## src/rtl/fetch_sequencer.sv

```systemverilog
// Multi-cycle instruction sequencer: FETCH -> DECODE -> EXECUTE -> WRITEBACK,
// with memory handshake, fetch timeout, halt request and retired-instruction count.
module fetch_sequencer #(
  parameter logic [31:0] RESET_PC      = 32'h0000_0000,
  parameter int unsigned FETCH_TIMEOUT = 16
) (
  input  logic        clk,
  input  logic        rst_n,
  input  logic [31:0] pc_input,
  input  logic        pc_en,
  output logic        imem_req,
  output logic [31:0] imem_addr,
  input  logic        imem_ack,
  input  logic [31:0] imem_rdata,
  input  logic        stall,
  input  logic        halt_req,
  output logic [1:0]  stage,
  output logic [31:0] pc,
  output logic [31:0] instr,
  output logic        instr_valid,
  output logic [31:0] retired,
  output logic        halted,
  output logic        fetch_err
);

  localparam logic [2:0] ST_FETCH     = 3'd0;
  localparam logic [2:0] ST_DECODE    = 3'd1;
  localparam logic [2:0] ST_EXECUTE   = 3'd2;
  localparam logic [2:0] ST_WRITEBACK = 3'd3;
  localparam logic [2:0] ST_HALT      = 3'd4;

  logic [2:0]  state;
  logic [2:0]  state_nxt;
  logic [31:0] to_cnt;
  logic        in_fetch;
  logic        to_hit;

  assign in_fetch = (state == ST_FETCH);

  // An ack in the cycle the limit is reached takes priority over the timeout.
  assign to_hit = in_fetch && !imem_ack && (FETCH_TIMEOUT != 0) &&
                  ((to_cnt + 32'd1) == FETCH_TIMEOUT);

  // The request is gated by rst_n so it drops the instant reset asserts.
  assign imem_req  = in_fetch && rst_n;
  assign imem_addr = pc;
  assign stage     = (state == ST_HALT) ? 2'd3 : state[1:0];
  assign halted    = (state == ST_HALT);

  // NOTE: every output of an always_comb gets a default first so no latch is inferred.
  always_comb begin
    state_nxt = state;
    case (state)
      ST_FETCH: begin
        if (imem_ack)    state_nxt = ST_DECODE;
        else if (to_hit) state_nxt = ST_HALT;
      end
      ST_DECODE:    state_nxt = ST_EXECUTE;
      ST_EXECUTE:   if (!stall) state_nxt = ST_WRITEBACK;
      ST_WRITEBACK: state_nxt = halt_req ? ST_HALT : ST_FETCH;
      default:      state_nxt = state;
    endcase
  end

  // NOTE: sequential state uses non-blocking assignments so every register samples pre-edge values.
  always_ff @(posedge clk or negedge rst_n) begin
    if (!rst_n) begin
      state       <= ST_FETCH;
      pc          <= RESET_PC;
      instr       <= 32'd0;
      instr_valid <= 1'b0;
      retired     <= 32'd0;
      fetch_err   <= 1'b0;
      to_cnt      <= 32'd0;
    end else begin
      state <= state_nxt;

      if (in_fetch && !imem_ack) to_cnt <= to_cnt + 32'd1;
      else                       to_cnt <= 32'd0;

      if (in_fetch) begin
        if (imem_ack) begin
          instr       <= imem_rdata;
          instr_valid <= 1'b1;
          if (pc_en) pc <= pc_input;
        end else if (to_hit) begin
          fetch_err <= 1'b1;
        end
      end

      if (state == ST_WRITEBACK) begin
        retired     <= retired + 32'd1;
        instr_valid <= 1'b0;
      end
    end
  end

endmodule

```

## config.mk

```make
export PLATFORM = sky130hd
export DESIGN_NAME = fetch_sequencer
export DESIGN_NICKNAME = d
export VERILOG_FILES = /design/src/rtl/fetch_sequencer.sv
export SDC_FILE = /design/constraint.sdc
export NUM_CORES = 1
export LEC_CHECK = 0
export BUFFER_PORTS_ARGS = -buffer_cell sky130_fd_sc_hd__buf_2
export CAP_MARGIN = 25
export CORE_UTILIZATION = 51
export CTS_CLUSTER_DIAMETER = 60
export DETAILED_ROUTE_END_ITERATION = 8
export PLACE_DENSITY_LB_ADDON = 0.15
export SYNTH_ARGS = -nofsm -noshare
export SYNTH_HDL_FRONTEND = slang
export SYNTH_SLANG_ARGS = --single-unit
```

## constraint.sdc

```tcl
create_clock -name clk -period 3.2 [get_ports clk]
set_input_delay 0.48 -clock clk [delete_from_list [all_inputs] [get_ports clk]]
set_output_delay 0.48 -clock clk [all_outputs]
set_load 0.005 [all_outputs]
```

==> impl_metrics.py, run 1 <==
metrics = {
    "setup_path": {
        "crit_path_start": "to_cnt[0]",
        "crit_path_max_fanout": 8,
        "start_kind": "register",
        "cp-end-kind": "register",
        "reg2reg_depth": 8,
        "arrival_ns": 3.17,
        "required_ns": 3.56,
        "path_class": "reg -> reg",
        "r2r_start": "to_cnt[0]",
    },
    "detailed_routing": {
        "drc": 0,
        "vias_per_cell": 5.19,
        "wl_um": 14100,
        "antenna_left": 0,
        "num_vias": 4725,
        "wl_per_cell_um": 15.5,
        "drtIter0Drc": 265,
        "drt_first_pass_iters": 4,
    },
    "global_routing": {
        "grt_pass1_vias": 4662,
        "grt_pass1_wl_um": 22700,
        "grtUsageTotal": 0.230,
        "grt_overflow": 0,
        "antenna_found_initial": 0,
        "grt_start_max_net_pins": 70,
    },
    "placement": {
        "pre_cts_ws_ns": 0.420,
        "globalplace.congestion": 0.836,
        "hpwl_um": 10400,
        "portBuffers": 203,
        "dpl-instance-area_um2": 7290,
    },
    "cts": {
        "ctsLongestPathBuffers": 2,
        "cts-root-buf": "clkbuf_16",
        "numCtsBuffers": 17,
        "h-tree-depth": 4,
        "cts_tree": "yes",
        "cts_resized": 0,
        "post_cts.repair.setup_buffers": 0,
        "clock-sinks": 133,
        "ctsHoldBuffers": 0,
        "clk_latency_ns": 0.42,
        "path_clk_slew_ns": 0.06,
    },
    "yosys": {
        "synthMostInstantiatedCell": "dfrtp_1",
        "synth_edf_count": 0,
        "synth.distinct_cells": 52,
        "ys_ff_latch": 133,
        "synth-simple-area-share": 0.170,
        "ys_seq_area_frac": 0.524,
        "synth_top_area_frac": 0.524,
        "synthFlopType": "dfrtp_1",
        "synth-compound-area-share": 0.0384,
        "synth_top_family_by_area": "simple AND/OR/NAND/NOR gates",
        "avgSynthCellArea_um2": 11.4,
        "syn_area_um2": 6350,
        "synth_common_cells": "133 x dfrtp_1, 64 x mux2_2, 43 x nor2_1",
        "synth-xor-area-share": 0.0842,
        "netlist_instances": 558,
        "yosysWarnings": 0,
        "synth_area_leader_cell": "dfrtp_1",
        "netlist_top_cells_area": "dfrtp_1 52%, mux2_2 11%, xnor2_1 5.5%",
        "syn-num-nets": 631,
        "synthAdderAreaFrac": 0.00591,
        "synthArstFlopShare": 1.00,
        "synthMuxAreaShare": 0.118,
    },
    "sta": {
        "finalCritPeriodShare": 0.880,
        "skew_ns": 0.00611,
        "fmax_mhz": 355,
        "tns_ns": 0,
        "final_max_slew_viol_count": 0,
        "min_period_ns": 2.82,
        "worst_slack_ns": 0.383,
        "rsz0062_at_grt": "false",
        "hold_viol": 0,
        "worst_pin_slew_ns": 0.855,
        "relSlewSlack": 0.430,
        "setup_viol": 0,
    },
    "floorplanning": {
        "start_util": 0.526,
        "pin_count": 204,
        "die_w_um": 114,
        "dieArea_um2": 12900,
        "core_um2": 12100,
        "die-height_um": 114,
        "num_rows": 40,
    },
    "status": {
        "status": "completed",
    },
    "cells_and_area": {
        "final_core_util": 0.653,
        "fill_cells": 948,
        "final_area_um2": 7880,
        "drive_gt1_frac": 0.427,
        "layout.nets": 803,
        "area_growth_pct": 24.2,
        "antenna_cells": 0,
    },
    "min_path": {
        "min_path_type": "in -> async",
    },
    "power": {
        "leakage_nw": 3.94,
        "powerDensity_nw_per_um2": 698,
        "vdd_drop_max_mv": 0.415,
    },
    "flow_run": {
        "drv_cap": 0,
    },
}
[layer usage]
layer / global-route usage / up-vias / routed length, um
li1: - / 2247 / -
met1: 0.268 / 2282 / 5690
met2: 0.406 / 172 / 7370
met3: 0.0579 / 24 / 766
met4: 0.0904 / 0 / 270
met5: 0 / - / 0
[where the power goes]
part / internal (W) / switching [W]
clock network: 0.00121 / 0.000711
logic: 0.000724 / 0.000492
registers: 0.00209 / 0.000279
[kinds of logic after synthesis]
logic type	Yosys count
muxes	67
xor gates and xnor gates	61
and+or+nand+nor	196
buffers and inverters	64
adders and majority gates	3
DFF	133
AOI/OAI and AO/OA	34
[critical path, cell delays in order (launching register included)]
cell and delay (ns):
dfrtp_1 0.45, ha_1 0.27, nand3_1 0.22, or4_1 0.72, o31ai_4 0.27, and2_1 0.17, nand4bb_1 0.13, a2111oi_2 0.34
a31o_1 0.18
[metrics by stage]
step	total power [W]	instances	hold WS [ns]
floorplan	0.00309	558	0.184
CTS	0.00558	911	0.277
finish	0.00550	911	0.239
global route	0.00581	911	0.275
detailed placement	0.00363	879	0.469
global placement	0.00359	879	0.457
[sequential cells by signal, summed over array words and instances, names as in the netlist]
| signal | flops |
|---|---|
| instr | 32 |
| state | 3 |
| fetch_err | 1 |
| imem_addr | 32 |
| to_cnt | 32 |
| instr_valid | 1 |
| retired | 32 |
[placed cells by master, fill, tap and decap left out, types with 2 or more instances in the layout]
cell / count
nand3_1: 30
inv_1: 7
mux2i_1: 3
xnor2_1: 40
bufinv_16: 2
clkinvlp_4: 2
a31oi_1: 2
buf_2: 202
o21ai_0: 6
inv_6: 2
and2_1: 11
or3_1: 3
nand4_1: 13
clkinv_2: 5
nand4bb_1: 2
a21o_1: 2
and3_1: 13
nand3b_1: 3
mux2_2: 64
buf_4: 7
dfrtp_1: 133
nand2b_1: 4
nand2_1: 31
a2111oi_0: 2
xor2_1: 21
nor2_1: 43
a211oi_1: 2
and4_1: 7
ha_1: 3
or2_2: 4
nor3b_1: 2
nor4_1: 5
clkbuf_8: 3
a21oi_1: 11
clkbuf_16: 17
nor3_1: 7
nor2b_1: 9
[final timing paths]
kind,endpoint,slack [ns]
min reg2reg,instr_valid,0.48
min in group clk,imem_addr[6],0.29
max reg2reg,fetch_err,0.38
max,fetch_err,0.38
max in group asynchronous,imem_addr[31],2.36
min,to_cnt[9],0.24
[final cells by class]
class | instances | area [um2] | share of cell area
Clock buffer | 20 | 467 | 0.0592
Clock inverter | 12 | 126 | 0.0160
Inverter | 7 | 26.3 | 0.00333
Multi-Input combinational cell | 361 | 2650 | 0.336
Sequential cell | 133 | 3330 | 0.422
Tap cell | 168 | 210 | 0.0267
Timing Repair Buffer | 210 | 1070 | 0.136
(Power assumes the default switching activity.)
==> run 2: changes to the inputs <==
Clock period 3.2 ns to 3.1 ns, I/O delays scaled along.
==> run 2 against run 1 <==
Non-clock buffer count did not move. Power barely moved. Setup slack got worse by 0.13 ns. Sequential cell count did not move. Cell count did not move. Die area did not move. Via count fell by 1.1%. Utilization fell by 0.32 points. Highest routed layer unchanged. Critical path type unchanged. Combinational power rose by 3%. Sequential share of layout area rose by 0.21 points. Hold slack got worse by 0.093 ns.
==> impl_metrics.py, run 2 (synthesis results as in run 1) <==
metrics = {
    "status": {
        "status": "completed",
    },
    "global_routing": {
        "grt_overflow": 0,
        "grt_start_max_net_pins": 134,
        "grt_pass1_wl_um": 22400,
        "grtUsageTotal": 0.225,
        "antenna_found_initial": 0,
        "grt_pass1_vias": 4518,
    },
    "detailed_routing": {
        "drtIter0Drc": 234,
        "drt_first_pass_iters": 4,
        "vias_per_cell": 5.13,
        "wl_um": 14000,
        "wl_per_cell_um": 15.4,
        "drc": 0,
        "num_vias": 4671,
        "antenna_left": 0,
    },
    "sta": {
        "setup_viol": 0,
        "finalCritPeriodShare": 0.919,
        "final_max_slew_viol_count": 0,
        "min_period_ns": 2.85,
        "worst_slack_ns": 0.252,
        "rsz0062_at_grt": "false",
        "fmax_mhz": 351,
        "hold_viol": 0,
        "worst_pin_slew_ns": 0.684,
        "skew_ns": 0.00609,
        "relSlewSlack": 0.544,
        "tns_ns": 0,
    },
    "setup_path": {
        "reg2reg_depth": 8,
        "r2r_start": "to_cnt[0]",
        "cp-end-kind": "register",
        "required_ns": 3.45,
        "reg2reg_to": "fetch_err",
        "crit_path_max_fanout": 8,
        "path_class": "reg -> reg",
        "arrival_ns": 3.20,
        "rrSetupSlack_ns": 0.25,
        "start_kind": "register",
    },
    "min_path": {
        "min_path_type": "in -> async",
    },
    "cts": {
        "cts_resized": 0,
        "clk_latency_ns": 0.41,
        "clock-sinks": 133,
        "cts_tree": "yes",
        "path_clk_slew_ns": 0.06,
        "numCtsBuffers": 17,
        "ctsLongestPathBuffers": 2,
        "h-tree-depth": 4,
        "post_cts.repair.setup_buffers": 0,
        "cts-root-buf": "clkbuf_16",
        "ctsHoldBuffers": 0,
    },
    "floorplanning": {
        "start_util": 0.526,
        "die_w_um": 114,
        "core_um2": 12100,
        "pin_count": 204,
        "num_rows": 40,
        "dieArea_um2": 12900,
        "die-height_um": 114,
    },
    "cells_and_area": {
        "antenna_cells": 0,
        "mostFrequentLayoutCell": "buf_2",
        "drive_gt1_frac": 0.423,
        "area_growth_pct": 23.6,
        "layout_common_cells": "202 x buf_2, 133 x dfrtp_1, 64 x mux2_2",
        "layout.nets": 803,
        "fill_cells": 962,
    },
    "flow_run": {
        "drv_cap": 0,
    },
    "power": {
        "leakage_nw": 3.93,
        "powerDensity_nw_per_um2": 702,
        "vdd_drop_max_mv": 0.505,
    },
    "placement": {
        "hpwl_um": 10100,
        "pre_cts_ws_ns": 0.276,
        "globalplace.congestion": 0.855,
        "portBuffers": 203,
    },
}
-- run 2: changes by cell type in the layout (fill, tap and decap cells not counted) --
cell / change
clkinv_4: +1
inv_6: -2
clkbuf_8: +1
buf_4: -1
clkinvlp_4: -1
bufinv_16: -2
clkbuf_1: +3
buf_12: +1
-- run 2: layer usage --
metal | wire (um) | global-route usage | up-vias
li1 | - | - | 2242
met1 | 6160 | 0.279 | 2253
met4 | 275 | 0.0930 | 0
met3 | 644 | 0.0558 | 24
met5 | 0 | 0 | -
met2 | 6940 | 0.377 | 152
-- run 2: worst max-delay path by stage --
stage                     depth (start not counted)       from  slack (ns)         to
after floorplan                                   9  to_cnt[0]        0.58  fetch_err
after global placement                            8  to_cnt[0]        0.41  fetch_err
after detailed placement                          8  to_cnt[0]        0.28  fetch_err
after CTS                                         8  to_cnt[0]        0.27  fetch_err
after global routing                              8  to_cnt[0]        0.03  fetch_err
final                                             8  to_cnt[0]        0.25  fetch_err
-- run 2: area by class of cell --
type	count	area [um2]	share of cell area
Clock inverter	8	50.0	0.00638
Tap cell	168	210	0.0268
Multi-Input combinational cell	361	2650	0.338
Timing Repair Buffer	210	1090	0.139
Clock buffer	24	492	0.0627
Inverter	7	26.3	0.00335
Sequential cell	133	3330	0.424
-- run 2: through the flow --
step	area, um2	utilization	hold WS, ns	instances	power, W
final	7840	0.650	0.146	911	0.00551
after global routing	7840	0.650	0.200	911	0.00580
after CTS	7840	0.650	0.189	911	0.00558
after detailed placement	7300	0.605	0.464	879	0.00375
after global placement	7300	0.605	0.456	879	0.00371
after floorplan	6350	-	0.169	558	0.00319
-- run 2: critical path, cell delays in order (launching register included) --
cell and delay, ns:
dfrtp_1 0.47, ha_1 0.28, nand3_1 0.21, or4_1 0.72
o31ai_4 0.27, and2_1 0.17, nand4bb_1 0.13, a2111oi_2 0.35
a31o_1 0.18
-- run 2: power breakdown --
part	switching, W	internal (W)	total [W]
Combinational	0.000509	0.000748	0.00126
Sequential	0.000279	0.00216	0.00244
Clock	0.000711	0.00110	0.00181
